## config.mk

```make
export PLATFORM = sky130hd
export DESIGN_NAME = mac_seq
export DESIGN_NICKNAME = d
export VERILOG_FILES = /design/src/rtl/mac_pkg.sv /design/src/rtl/mac_seq.sv
export SDC_FILE = /design/constraint.sdc
export NUM_CORES = 1
export LEC_CHECK = 0
export CAP_MARGIN = 10
export CORE_ASPECT_RATIO = 1.2
export CORE_MARGIN = 2
export CORE_UTILIZATION = 48
export CTS_BUF_LIST = sky130_fd_sc_hd__clkbuf_8
export CTS_CLUSTER_SIZE = 25
export DETAILED_ROUTE_END_ITERATION = 12
export PLACE_DENSITY_LB_ADDON = 0.05
export SYNTH_ARGS = -nofsm -noshare
export SYNTH_HDL_FRONTEND = slang
export SYNTH_SLANG_ARGS = --single-unit
```

## constraint.sdc

```tcl
create_clock -name clk -period 2.8 [get_ports clk]
set_clock_uncertainty 0.15 [all_clocks]
set_input_delay 0.42 -clock clk [delete_from_list [all_inputs] [get_ports clk]]
set_output_delay 0.42 -clock clk [all_outputs]
set_load 0.01 [all_outputs]
```

## src/rtl/mac_pkg.sv

```systemverilog
// Shared defaults and state type for the MAC operand sequencer.
package mac_pkg;

  localparam int unsigned MAC_DW_DEF   = 8;
  localparam int unsigned MAC_ACCW_DEF = 16;
  localparam int unsigned MAC_LAT      = 3;
  localparam int unsigned MAC_CNTW_DEF = 8;

  typedef enum logic [1:0] {
    ACCUM  = 2'd0,
    DRAIN  = 2'd1,
    RESULT = 2'd2
  } mac_seq_state_t;

endpackage

```

## src/rtl/mac_seq.sv

```systemverilog
// Feeds operand pairs to the 8x8 MAC, aligns its clear with the first pair,
// waits out the MAC pipeline and returns one dot-product result per vector.
module mac_seq #(
  parameter int unsigned DW      = mac_pkg::MAC_DW_DEF,
  parameter int unsigned ACCW    = mac_pkg::MAC_ACCW_DEF,
  parameter int unsigned MAC_LAT = mac_pkg::MAC_LAT,
  parameter int unsigned CNTW    = mac_pkg::MAC_CNTW_DEF
) (
  input  logic            clk,
  input  logic            reset,
  input  logic            s_valid,
  output logic            s_ready,
  input  logic [DW-1:0]   s_a,
  input  logic [DW-1:0]   s_b,
  input  logic            s_last,
  output logic [DW-1:0]   mac_a,
  output logic [DW-1:0]   mac_b,
  output logic            mac_reset,
  input  logic [ACCW-1:0] mac_z,
  output logic            m_valid,
  input  logic            m_ready,
  output logic [ACCW-1:0] m_z,
  output logic [CNTW-1:0] m_count
);
  import mac_pkg::*;

  localparam int unsigned DCW = $clog2(MAC_LAT + 1);

  mac_seq_state_t  state_q, state_d;
  logic            first_q, first_d;
  logic            s_ready_q, s_ready_d;
  logic [DW-1:0]   mac_a_q, mac_a_d;
  logic [DW-1:0]   mac_b_q, mac_b_d;
  logic            mac_reset_q, mac_reset_d;
  logic [CNTW-1:0] beat_cnt_q, beat_cnt_d;
  logic [DCW-1:0]  drain_cnt_q, drain_cnt_d;
  logic            m_valid_q, m_valid_d;
  logic [ACCW-1:0] m_z_q, m_z_d;
  logic [CNTW-1:0] m_count_q, m_count_d;

  // Next-state and output logic; idle cycles push zero operands into the MAC.
  always_comb begin
    state_d     = state_q;
    first_d     = first_q;
    mac_a_d     = '0;
    mac_b_d     = '0;
    mac_reset_d = 1'b0;
    beat_cnt_d  = beat_cnt_q;
    drain_cnt_d = drain_cnt_q;
    m_valid_d   = m_valid_q;
    m_z_d       = m_z_q;
    m_count_d   = m_count_q;

    case (state_q)
      ACCUM: begin
        if (s_valid && s_ready_q) begin
          mac_a_d     = s_a;
          mac_b_d     = s_b;
          mac_reset_d = first_q;
          first_d     = 1'b0;
          if (first_q) begin
            beat_cnt_d = CNTW'(1);
          end else if (beat_cnt_q != {CNTW{1'b1}}) begin
            beat_cnt_d = beat_cnt_q + CNTW'(1);
          end
          if (s_last) begin
            state_d     = DRAIN;
            drain_cnt_d = DCW'(MAC_LAT);
          end
        end
      end
      DRAIN: begin
        if (drain_cnt_q == '0) begin
          m_z_d     = mac_z;
          m_count_d = beat_cnt_q;
          m_valid_d = 1'b1;
          state_d   = RESULT;
        end else begin
          drain_cnt_d = drain_cnt_q - DCW'(1);
        end
      end
      RESULT: begin
        if (m_ready) begin
          m_valid_d = 1'b0;
          first_d   = 1'b1;
          state_d   = ACCUM;
        end
      end
      default: begin
        state_d = ACCUM;
      end
    endcase

    // Registered ready follows the state being entered, so it rises the cycle after a result handshake.
    s_ready_d = (state_d == ACCUM);
  end

  // State register; reset holds the MAC in clear so the next vector starts from zero.
  always_ff @(posedge clk) begin
    if (reset) begin
      state_q     <= ACCUM;
      first_q     <= 1'b1;
      s_ready_q   <= 1'b0;
      mac_a_q     <= '0;
      mac_b_q     <= '0;
      mac_reset_q <= 1'b1;
      beat_cnt_q  <= '0;
      drain_cnt_q <= '0;
      m_valid_q   <= 1'b0;
      m_z_q       <= '0;
      m_count_q   <= '0;
    end else begin
      state_q     <= state_d;
      first_q     <= first_d;
      s_ready_q   <= s_ready_d;
      mac_a_q     <= mac_a_d;
      mac_b_q     <= mac_b_d;
      mac_reset_q <= mac_reset_d;
      beat_cnt_q  <= beat_cnt_d;
      drain_cnt_q <= drain_cnt_d;
      m_valid_q   <= m_valid_d;
      m_z_q       <= m_z_d;
      m_count_q   <= m_count_d;
    end
  end

  assign s_ready   = s_ready_q;
  assign mac_a     = mac_a_q;
  assign mac_b     = mac_b_q;
  assign mac_reset = mac_reset_q;
  assign m_valid   = m_valid_q;
  assign m_z       = m_z_q;
  assign m_count   = m_count_q;

endmodule

```

Word-level counts from Yosys, hierarchy flattened
Index checks and enable logic that the tools add are counted.

Flip-flop bits (word level): 56. Bits of input ports: 37. Output and inout bits: 43. Logic and storage cells: 56.

Add/sub/neg operators: 2. Equality and inequality tests: 8. Multiplexer cells: 19. Bitwise gates (word level): 2. Reductions and logical operators: 14.

Operator list (count): $mux W8 (2); $mux W2 (7); $ne A2 B2 Y1 const B (5); $reduce_and A3 Y1 (3); $add A8 B1 Y8 const B (1); $ne A8 B8 Y1 const B (1); $reduce_bool A2 Y1 (4); $logic_not A2 Y1 (3); $mux W1 (6); $pmux W2 S3 (1); $pmux W1 S2 (2); $pmux W2 S2 (1); $reduce_and A4 Y1 (1); $reduce_or A3 Y1 (1); $eq A2 B1 Y1 const B (1); $eq A2 B2 Y1 const B (1); $not A1 Y1 (2); $reduce_and A2 Y1 (1); $sub A2 B1 Y2 const B (1); $logic_and A1 B1 Y1 (1).

Depth between registers and ports, before layout
Depth in word-level cells: 4. Depth in mapped cells: 7. Depth with buffers taken out: 6.

Least setup slack after synthesis
OpenSTA, ideal clock, no wires.

Path type: register to register. From: register state_q[1]. To: register beat_cnt_q[3]. Library setup time: 0.070 ns. Arrival time: 1.470 ns. Data required time: 2.580 ns. Setup slack: 1.110 ns. Stages on the path, launching flop included: 6. Path buffers: 1. Period minus slack after synthesis: 1.690 ns. Path through: dfxtp_1 buf_6 and4bb_4 o31ai_4 or4_1 a21oi_1.

Cells in the longest elaborated chain, start to end: 2.

Ends and longest elaborated chain: from (decl) (line mac_seq.sv:29) `mac_seq_state_t state_q, state_d;`; from (signal assigned) (line mac_seq.sv:113) `state_q <= state_d;`; $logic_not A2 Y1 (line mac_seq.sv:54) `case (state_q)`; $reduce_and A3 Y1 (no source line); to (signal assigned) (line mac_seq.sv:119) `beat_cnt_q <= beat_cnt_d;`; to (decl) (line mac_seq.sv:35) `logic [CNTW-1:0] beat_cnt_q, beat_cnt_d;`.

No other way between the ends. A chain may end at the register's enable or synchronous reset.

Worst setup path in the final report
From: input s_valid. To: register beat_cnt_q[3].

Cells in the longest elaborated chain, start to end: 2.

Ends and longest elaborated chain: from (decl) (line mac_seq.sv:11) `input logic s_valid,`; $logic_and A1 B1 Y1 (line mac_seq.sv:56) `if (s_valid && s_ready_q) begin`; $reduce_and A3 Y1 (no source line).

No other way between the ends.

==> impl_metrics.ini <==
[status]
outcome = completed

[power]
p_leak_nw = 1.09
power.density_mw_per_mm2 = 479
vdd_drop_max_mv = 0.392

[drt]
drtIter0Drc = 111
vias = 1822
drt_wl_total_um = 4230
drt-pass1-iter-count = 5
drcViolationCount = 0
antenna_left = 0
wire_per_inst_um = 11.6
via_per_inst = 4.99

[floorplan]
io-pin-count = 80
die_x_um = 63.6
initial_utilization_pct = 49.2
fp.coreArea_mm2 = 0.00416
std_cell_rows = 26
die_area_mm2 = 0.00481
chipHeight_um = 75.6

[layout]
nets = 347
instances_no_fill = 365
drive_gt1_share_pct = 4.21
antennaDiodeCount = 0
fin_area_mm2 = 0.00295
area_growth_pct = 44.0

[global_routing]
grt_util_all_layers_pct = 18.8
grt_pass1_vias = 1645
grt_overflow = 0
antenna_found_initial = 0
grt_max_degree = 26
grt_first_pass_wirelength_um = 7160

[synthesis]
synth-edff-count = 0
netlist.area_leader.share_pct = 54.7
synthArstFlopShare_pct = 0
synth_seq_cells = 56
yosysTopAreaCell = dfxtp_1
ys.warnings.count = 0
yosysSeqAreaShare_pct = 54.7
synth_area_per_cell_um2 = 8.72
netlist_top_cells_area = dfxtp_1, nand2_1, a21oi_1
syn_nets = 274
synth_cell_type_count = 35
syn_inst = 235
synth_area_mm2 = 0.00205
synth_ff_type = dfxtp_1

[clock_network]
ctsResizeCount = 0
clock_path_buffers = 2
post-cts-setup-buffers = 0
cts_buffers = 5
cts_tree = yes
clk_pin_slew_ps = 90
clock_sinks = 56
cts_hold_repair.buffers = 0
cts_root_buf = clkbuf_8
htreeDepth = 2
worstSkewPairLatency_ps = 300

[min_path]
hold_path_class = reg2reg

[placement]
gp_congestion = 0.809
dp.cells = 357
io_buffer_count = 79
dp_hpwl_um = 2920
dpl_cell_area_mm2 = 0.00286
pre_cts_slack_ps = 462

[worst_setup_path]
crit_required_ps = 2890
endpoint_kind = register
crit_type = in2reg
start_kind = input port
crit_fanout = 25
crit_arrival_ps = 2130

[timing]
fmax_mhz = 491
max_slew_margin_pct = 46.5
tightest_slew_ps = 801
hold_viol_final = 0
finalSetupViolCount = 0
final_max_slew_viol_count = 0
tns_ps = 0
whs_ps = 305
period_share_pct = 72.8
rsz0062_at_grt = no
period_needed_ps = 2040
timing.final.ws_setup_ps = 762

[run]
cap_violations = 0
-- logic make-up after synthesis --
group | synth area share [%]
AOI/OAI and AO/OA | 15.5
adders and majority gates | 1.22
muxes | 0.550
and+or+nand+nor | 23.4
buffers and inverters | 4.58
DFF | 54.7
-- registers in the layout (all words and copies together) (netlist names) --
name	flops
beat_cnt_q	8
drain_cnt_q	2
first_q	1
m_count	8
m_valid	1
m_z	16
mac_a	8
mac_b	8
mac_reset	1
s_ready	1
state_q	2
-- synthesized netlist by cell type (all sizes together) (4+ instances only) --
master	instances
a21oi	34
and3	16
buf	5
clkbuf	11
dfxtp	56
inv	6
nand2	57
nor2	9
o21ai	4
-- critical path, cell delays in order --
cell,delay (ps)
clkdlybuf4s50_1,480
and4bb_4,430
o31ai_4,160
or4_1,480
a21oi_1,140
-- worst paths after layout --
path,start,endpoint,slack (ps),cells after the start
worst max-delay path,s_valid,beat_cnt_q[3],760,5
worst min-delay path,m_z[6],m_z[6],310,2
worst max register to register,state_q[1],beat_cnt_q[3],840,4
worst min register to register,m_z[6],m_z[6],310,2
-- layer usage --
metal | part of all wire [%] | wire length [µm] | track usage [%]
met3 | 9.0 | 381 | 8.57
met2 | 47 | 1990 | 31.9
met4 | 1.4 | 58 | 6.52
met5 | 0 | 0 | 0
met1 | 43 | 1800 | 21.3
-- where the power goes --
| group | internal, mW | switching, mW |
|---|---|---|
| Clock | 0.195 | 0.230 |
| Combinational | 0.0945 | 0.0658 |
| Sequential | 0.816 | 0.0127 |
| Total | 1.11 | 0.309 |
-- layout make-up --
class	instances	area (µm²)
clock buffers	6	82.6
flip-flops and latches	56	1120
clock inverters	2	7.51
fillers	361	1210
multi-input cells	157	833
inverters	6	22.5
repair buffers	82	813
well taps	56	70.1
-- metrics by stage --
step | util, % | total power, mW
final | 70.9 | 1.41
after global routing | 70.9 | 1.49
after CTS | 70.9 | 1.44
after detailed placement | 68.7 | 1.01
after global placement | 68.7 | 1.01
after floorplan | - | 0.916
-- cells in the final DEF, fill, tap and decap left out, types with 3 or more instances in the layout --
cell type	instances
a21oi_1	34
inv_1	8
nor3_1	3
clkdlybuf4s50_1	79
nand2_1	57
buf_4	3
a211oi_1	3
o21ai_0	4
nor2_1	9
and2_1	3
and3_1	16
dfxtp_1	56
clkbuf_8	6
nand3_1	3
Power figures use the tool's default switching activity.
